--- src/rtl/i2c_master_byte.sv ---
// Byte-level open-drain I2C master: START / WRITE / READ / STOP, one command per handshake.
// Optional I2C_CLK_STRETCH_EN: hold the quarter counter in Q1 while a slave stretches SCL.
module i2c_master_byte #(
    parameter int unsigned CLK_FREQ_HZ = 50_000_000,
    parameter int unsigned I2C_FREQ_HZ = 100_000
) (
    input  logic       clk,
    input  logic       rst_n,
    input  logic       cmd_valid,
    output logic       cmd_ready,
    input  logic [1:0] cmd,
    input  logic [7:0] tx_data,
    input  logic       ack_send,
    output logic       done,
    output logic [7:0] rx_data,
    output logic       nack,
    output logic       err,
    output logic       busy,
    input  logic       scl_in,
    input  logic       sda_in,
    output logic       scl_out,
    output logic       scl_oe,
    output logic       sda_out,
    output logic       sda_oe
);

    localparam int unsigned QTR = CLK_FREQ_HZ / (4 * I2C_FREQ_HZ);
    localparam int unsigned QW = (QTR > 1) ? $clog2(QTR) : 1;
    localparam logic [QW-1:0] QLast = QW'(QTR - 1);

    localparam logic [1:0] CmdStart = 2'b00;
    localparam logic [1:0] CmdWrite = 2'b01;
    localparam logic [1:0] CmdRead  = 2'b10;
    localparam logic [1:0] CmdStop  = 2'b11;

    typedef enum logic [2:0] {StIdle, StStart, StBit, StAck, StStop, StErr} state_e;

    state_e        state_q, state_d;
    logic [QW-1:0] qcnt_q, qcnt_d;
    logic [1:0]    q_q, q_d;
    logic [2:0]    bit_q, bit_d;
    logic          rep_q, rep_d, rd_q, rd_d, acks_q, acks_d;
    logic [7:0]    shift_q, shift_d, rx_q, rx_d;
    logic          nack_q, nack_d, err_q, err_d, busy_q, busy_d;
    logic          hold_q, hold_d, done_q, done_d;
    logic          accept, stall, qend, last_qtr;

    assign cmd_ready = (state_q == StIdle);
    assign accept    = cmd_valid && cmd_ready;

`ifdef I2C_CLK_STRETCH_EN
    assign stall = (state_q != StIdle) && (state_q != StErr) && (q_q == 2'd1) && !scl_oe && !scl_in;
`else
    logic unused_scl_in;
    assign unused_scl_in = scl_in;
    assign stall = 1'b0;
`endif

    assign qend     = (qcnt_q == QLast) && !stall;
    // A START from a free bus needs only three quarters.
    assign last_qtr = (state_q == StStart && !rep_q) ? (q_q == 2'd2) : (q_q == 2'd3);

    always_ff @(posedge clk or negedge rst_n) begin
        if (!rst_n) begin
            state_q <= StIdle;
            qcnt_q  <= '0;
            q_q     <= '0;
            bit_q   <= '0;
            rep_q   <= 1'b0;
            rd_q    <= 1'b0;
            acks_q  <= 1'b0;
            shift_q <= '0;
            rx_q    <= '0;
            nack_q  <= 1'b0;
            err_q   <= 1'b0;
            busy_q  <= 1'b0;
            hold_q  <= 1'b0;
            done_q  <= 1'b0;
        end else begin
            state_q <= state_d;
            qcnt_q  <= qcnt_d;
            q_q     <= q_d;
            bit_q   <= bit_d;
            rep_q   <= rep_d;
            rd_q    <= rd_d;
            acks_q  <= acks_d;
            shift_q <= shift_d;
            rx_q    <= rx_d;
            nack_q  <= nack_d;
            err_q   <= err_d;
            busy_q  <= busy_d;
            hold_q  <= hold_d;
            done_q  <= done_d;
        end
    end

    always_comb begin : fsm_next
        state_d = state_q;
        unique case (state_q)
            StIdle: begin
                if (accept) begin
                    unique case (cmd)
                        CmdStart:          state_d = StStart;
                        CmdWrite, CmdRead: state_d = busy_q ? StBit : StErr;
                        CmdStop:           state_d = busy_q ? StStop : StErr;
                    endcase
                end
            end
            StStart, StAck, StStop: if (qend && last_qtr) state_d = StIdle;
            StBit: if (qend && q_q == 2'd3 && bit_q == 3'd7) state_d = StAck;
            StErr: state_d = StIdle;
            default: state_d = StIdle;
        endcase
    end

    always_comb begin : dp_next
        qcnt_d  = qcnt_q;
        q_d     = q_q;
        bit_d   = bit_q;
        rep_d   = rep_q;
        rd_d    = rd_q;
        acks_d  = acks_q;
        shift_d = shift_q;
        rx_d    = rx_q;
        nack_d  = nack_q;
        err_d   = err_q;
        busy_d  = busy_q;
        hold_d  = hold_q;
        done_d  = 1'b0;
        if (state_q == StIdle) begin
            if (accept) begin
                rep_d   = busy_q;
                rd_d    = (cmd == CmdRead);
                acks_d  = ack_send;
                shift_d = tx_data;
            end
        end else if (state_q != StErr) begin
            if (qend) begin
                qcnt_d = '0;
                q_d    = q_q + 2'd1;
                if (state_q == StBit && q_q == 2'd3) bit_d = bit_q + 3'd1;
            end else if (!stall) begin
                qcnt_d = qcnt_q + QW'(1);
            end
            // One register serves as TX shifter, RX shifter and WRITE ack capture.
            if (qend && q_q == 2'd1 && ((state_q == StBit && rd_q) || (state_q == StAck && !rd_q)))
                shift_d = {shift_q[6:0], sda_in};
            if (qend && q_q == 2'd3 && state_q == StBit && !rd_q)
                shift_d = {shift_q[6:0], 1'b0};
        end
        if (state_q != StIdle && state_d == StIdle) begin
            done_d = 1'b1;
            err_d  = (state_q == StErr);
            qcnt_d = '0;
            q_d    = '0;
            bit_d  = '0;
            if (state_q == StStart) begin
                busy_d = 1'b1;
                hold_d = 1'b1;
            end
            if (state_q == StAck) begin
                hold_d = 1'b0;
                if (rd_q) rx_d = shift_q;
                else      nack_d = shift_q[0];
            end
            if (state_q == StStop) begin
                busy_d = 1'b0;
                hold_d = 1'b0;
            end
        end
    end

    always_comb begin : pad_out
        scl_oe = 1'b0;
        sda_oe = 1'b0;
        unique case (state_q)
            StStart: begin
                if (rep_q) begin
                    scl_oe = (q_q == 2'd0) || (q_q == 2'd3);
                    sda_oe = (q_q >= 2'd2);
                end else begin
                    scl_oe = (q_q >= 2'd2);
                    sda_oe = (q_q >= 2'd1);
                end
            end
            StBit: begin
                scl_oe = (q_q == 2'd0) || (q_q == 2'd3);
                sda_oe = rd_q ? 1'b0 : ~shift_q[7];
            end
            StAck: begin
                scl_oe = (q_q == 2'd0) || (q_q == 2'd3);
                sda_oe = rd_q ? ~acks_q : 1'b0;
            end
            StStop: begin
                scl_oe = (q_q == 2'd0);
                sda_oe = (q_q <= 2'd1);
            end
            default: begin
                // Between commands the bus keeps SCL low while owned.
                scl_oe = busy_q;
                sda_oe = hold_q;
            end
        endcase
    end

    assign scl_out = 1'b0;
    assign sda_out = 1'b0;
    assign done    = done_q;
    assign rx_data = rx_q;
    assign nack    = nack_q;
    assign err     = err_q;
    assign busy    = busy_q;

endmodule

--- config.mk ---
export PLATFORM = sky130hd
export DESIGN_NAME = i2c_master_byte
export DESIGN_NICKNAME = d
export VERILOG_FILES = /design/src/rtl/i2c_master_byte.sv
export SDC_FILE = /design/constraint.sdc
export NUM_CORES = 1
export LEC_CHECK = 0
export ABC_AREA = 1
export ABC_CLOCK_PERIOD_IN_PS = 2900
export BUFFER_PORTS_ARGS = -buffer_cell sky130_fd_sc_hd__buf_4
export CAP_MARGIN = 30
export CORE_UTILIZATION = 55
export CTS_BUF_LIST = sky130_fd_sc_hd__clkbuf_16
export DETAILED_ROUTE_END_ITERATION = 6
export PLACE_DENSITY = 0.77
export SYNTH_ARGS = -nofsm -noshare
export SYNTH_HDL_FRONTEND = slang
export SYNTH_SLANG_ARGS = --single-unit
--- constraint.sdc ---
create_clock -name clk -period 2.9 [get_ports clk]
set_input_delay 0.145 -clock clk [delete_from_list [all_inputs] [get_ports clk]]
set_output_delay 0.145 -clock clk [all_outputs]
set_load 0.02 [all_outputs]
==> run summary <==
### Outcome
* finished clean — result of the run

### Timing
* 74.8 ps — Worst Hold Slack
* 2170 ps — min Tclk post-route
* 0 — final count of hold timing violations
* 0 — number of max-slew violations in the final report
* no — setup repair after global routing missed its margin
* 638 ps — slew at the pin closest to its max-slew limit
* 460 MHz — maximum operating frequency
* 4.60 ps — setup skew after layout
* 0 — final number of setup-violating endpoints
* 57.3% — normalized max-slew margin
* 74.9% — Final Cycle Share
* 0 ps — Total Negative Setup Slacks

### Global routing
* 0 — grt total ovfl
* 0 — initial antenna violation count
* 7.85 mm — first-pass GRT wire length
* 1758 — via count of the first global-routing pass
* 23.9% — Tot GR Track Use
* 40 — largest net degree at the start of global routing

### Synthesis
* 33 — number of distinct library cell variants in the gate-level netlist after synthesis
* 28.4% — area share of and/or/nand/nor cells after synthesis
* dfrtp_1 — commonest register cell after synthesis
* 39 — synthesized flop and latch total
* nand2_1 — cell with the most instances after synthesis
* dfrtp_1 — cell accounting for the most synthesized area
* dfrtp_1, nand2_1, ha_1 — cell types occupying the most area after synthesis
* 0.00229 mm^2 — Mapped Area
* 11.2% — area fraction in compound gates after synthesis
* 1.53% — xor and xnor area share after synthesis
* 6.56% — area share of fa/ha/maj cells after synthesis
* 42.6% — Yosys top cell area share
* 284 — synthesized netlist cell count
* 100% — share of synthesized flip-flops with an asynchronous set or reset
* nand2_1, dfrtp_1, inv_1 — most used standard cells in the synthesized netlist
* 42.6% — post-synthesis sequential area ratio
* 0% — multiplexer share of the synthesized area
* 0 — Post-synth EDFFs
* simple AND/OR/NAND/NOR gates — combinational family with the most area after synthesis
* 8.06 um^2 — post-synthesis area per instance
* 0 — Warnings, synthesis

### Setup path
* 13 — path depth of the worst reg2reg path
* register — Critical Path End Type
* register to register — Critical Setup Path Class
* 2340 ps — CP Data Arrival Time
* 3070 ps — required time worst endpoint
* 14 — largest driver fanout on the critical path
* 730 ps — reg2reg setup slack
* rx_data[0] — endpoint of the lowest-slack register-to-register path
* register — Worst setup SP type
* qcnt_q[0] — reg-to-reg critical path startpoint

### Route
* 125 — DR iter-0 viols
* 0 — DRC Markers
* 5.15 — drt via density
* 4 — Pre-antenna DRT Iters
* 0 — antenna viol nets, final
* 12.9 um — wire length per cell after detailed routing
* 4.72 mm — routed wire length
* 1880 — vias after detailed routing

### Worst hold path
* ack_send — startpoint of the worst hold path
* primary input to register — type of the worst min-delay path
* acks_q — worst hold path endpoint
* 3 — cell count of the worst hold path

### CTS
* 2 — # H-tree levels
* 0 — post-CTS setup buffers
* 39 — clock sink count
* 60 ps — clock edge transition at the registers on the reported setup and hold paths
* 280 ps — worst skew pair latency
* clkbuf_16 — CTS Root Cell
* 2 — number of buffers between clock root and the deepest sink
* built — clock tree from TritonCTS
* 5 — TritonCTS Buffers

### Die
* 0.00442 mm^2 — area enclosed by the die boundary
* 0.00400 mm^2 — Core Area
* 66.5 um — Die Height
* 33 — IO Pins
* 57.2% — Initial Util
* 23 — Row Count
* 66.5 um — Die X

### Power
* 32.0% — proportion of power drawn by flip-flops and latches
* 45.6% — fraction of power spent switching nets
* 0.00126 W — net switching component of the power
* 0.00150 W — Internal Dissipation
* 48.7% — Combinational Power Share
* 580 uV — Worst IR Drop VDD
* 1.37 nW — leakage power summed over all cells
* 0.00276 W — Power Total
* 19.2% — clock power share
* 1030 mW/mm^2 — total power divided by cell area

### Finish
* 16.7% — Area growth syn-to-layout
* 0.00267 mm^2 — final cell area excluding filler cells
* 0 — number of inserted diodes
* 342 — final net count
* 20.0% — share of final-layout standard cells stronger than drive strength 1
* 362 — fillcell total

### Place
* 3.32 mm — half-perimeter wire length after detailed placement
* 0.894 — Final Wtd Congestion
* 0.00252 mm^2 — Post-DP Area
* 29 — count of buffers from port buffering

### Run
* 0 — MaxCap Viol Count

worst max-delay path: stages, from the launching register on:
cell and delay [ps]:
dfrtp_1 410, inv_1 90, ha_1 160, nand3_2 100, nor2_4 210, nand3_2 130, nand3_1 80, nand2_1 120
nor2_4 130, nand2_4 130, inv_4 180, nand2_2 150, nand2_1 120, nand2_1 60
registers in the layout, summed over array words and instances, names as in the netlist:
register / flops
state_q: 3
shift_q: 8
bit_q: 3
done: 1
nack: 1
rd_q: 1
err: 1
qcnt_q: 7
busy: 1
q_q: 2
rep_q: 1
rx_data: 8
acks_q: 1
hold_q: 1
cell type report:
type	instances	area (um^2)	share of cell area, %
Sequential cell	39	976	36.5
Inverter	40	155	5.81
Tap cell	50	62.6	2.34
Clock inverter	3	20.0	0.749
Clock buffer	5	125	4.68
Multi-Input combinational cell	197	1100	41.1
Timing Repair Buffer	31	235	8.80
cell families after synthesis:
group / count (synthesis)
AOI/OAI and AO/OA: 42
and+or+nand+nor: 137
DFF: 39
buffers and inverters: 49
adders and majority gates: 12
xor gates and xnor gates: 4
other: 1
layout by cell type, fill, tap and decap left out, types with 3 or more instances in the layout:
cell and count:
nor2_1 16, o21ai_0 21, clkbuf_16 5, o21ai_1 8, nand4_1 8, nand3_1 19
nand2_1 79, dfrtp_1 39, inv_1 34, buf_4 30, nor2_4 3, a21oi_1 5
ha_1 12, nand2_2 3, inv_2 4
worst max path at each step:
stage,from,end,slack [ps],depth (start not counted)
finish,qcnt_q[0],rx_data[0],730,13
global route,state_q[2],rx_data[6],550,13
CTS,qcnt_q[0],rx_data[0],720,13
detailed placement,qcnt_q[0],rx_data[0],730,13
global placement,qcnt_q[0],rx_data[3],760,13
floorplan,q_q[0],scl_oe,1100,3
metal layers:
| metal | part of all wire [%] | vias up | GRT usage (%) |
|---|---|---|---|
| met5 | 0 | - | 0 |
| met4 | 0.47 | 0 | 6.91 |
| met3 | 4.4 | 2 | 6.34 |
| met1 | 46 | 872 | 30.9 |
| li1 | - | 964 | - |
| met2 | 49 | 42 | 39.2 |
power groups by stage:
| stage | clock, W | combinational (W) | sequential (W) |
|---|---|---|---|
| floorplan | 0 | 0.000964 | 0.000929 |
| finish | 0.000532 | 0.00135 | 0.000886 |
| CTS | 0.000541 | 0.00135 | 0.000885 |
| global placement | 0 | 0.00132 | 0.000884 |
| global route | 0.000566 | 0.00150 | 0.000908 |
| detailed placement | 0 | 0.00135 | 0.000891 |
stage by stage:
stage | cells | utilization, % | worst slack, ps
2_1_floorplan | 285 | - | 1100
3_3_place_gp | 356 | 62.9 | 762
3_5_place_dp | 356 | 62.9 | 732
4_1_cts | 365 | 66.8 | 725
5_1_grt | 365 | 66.8 | 549
6_report | 365 | 66.8 | 727
timing repair:
| item | 4_1_cts | 5_1_grt |
|---|---|---|
| endpoints found under the setup margin | 0 | 0 |
| hold endpoints to repair | 39 | 0 |
| hold buffers | 1 | 0 |
| resized for setup | 0 | 0 |
(Power assumes the default switching activity.)
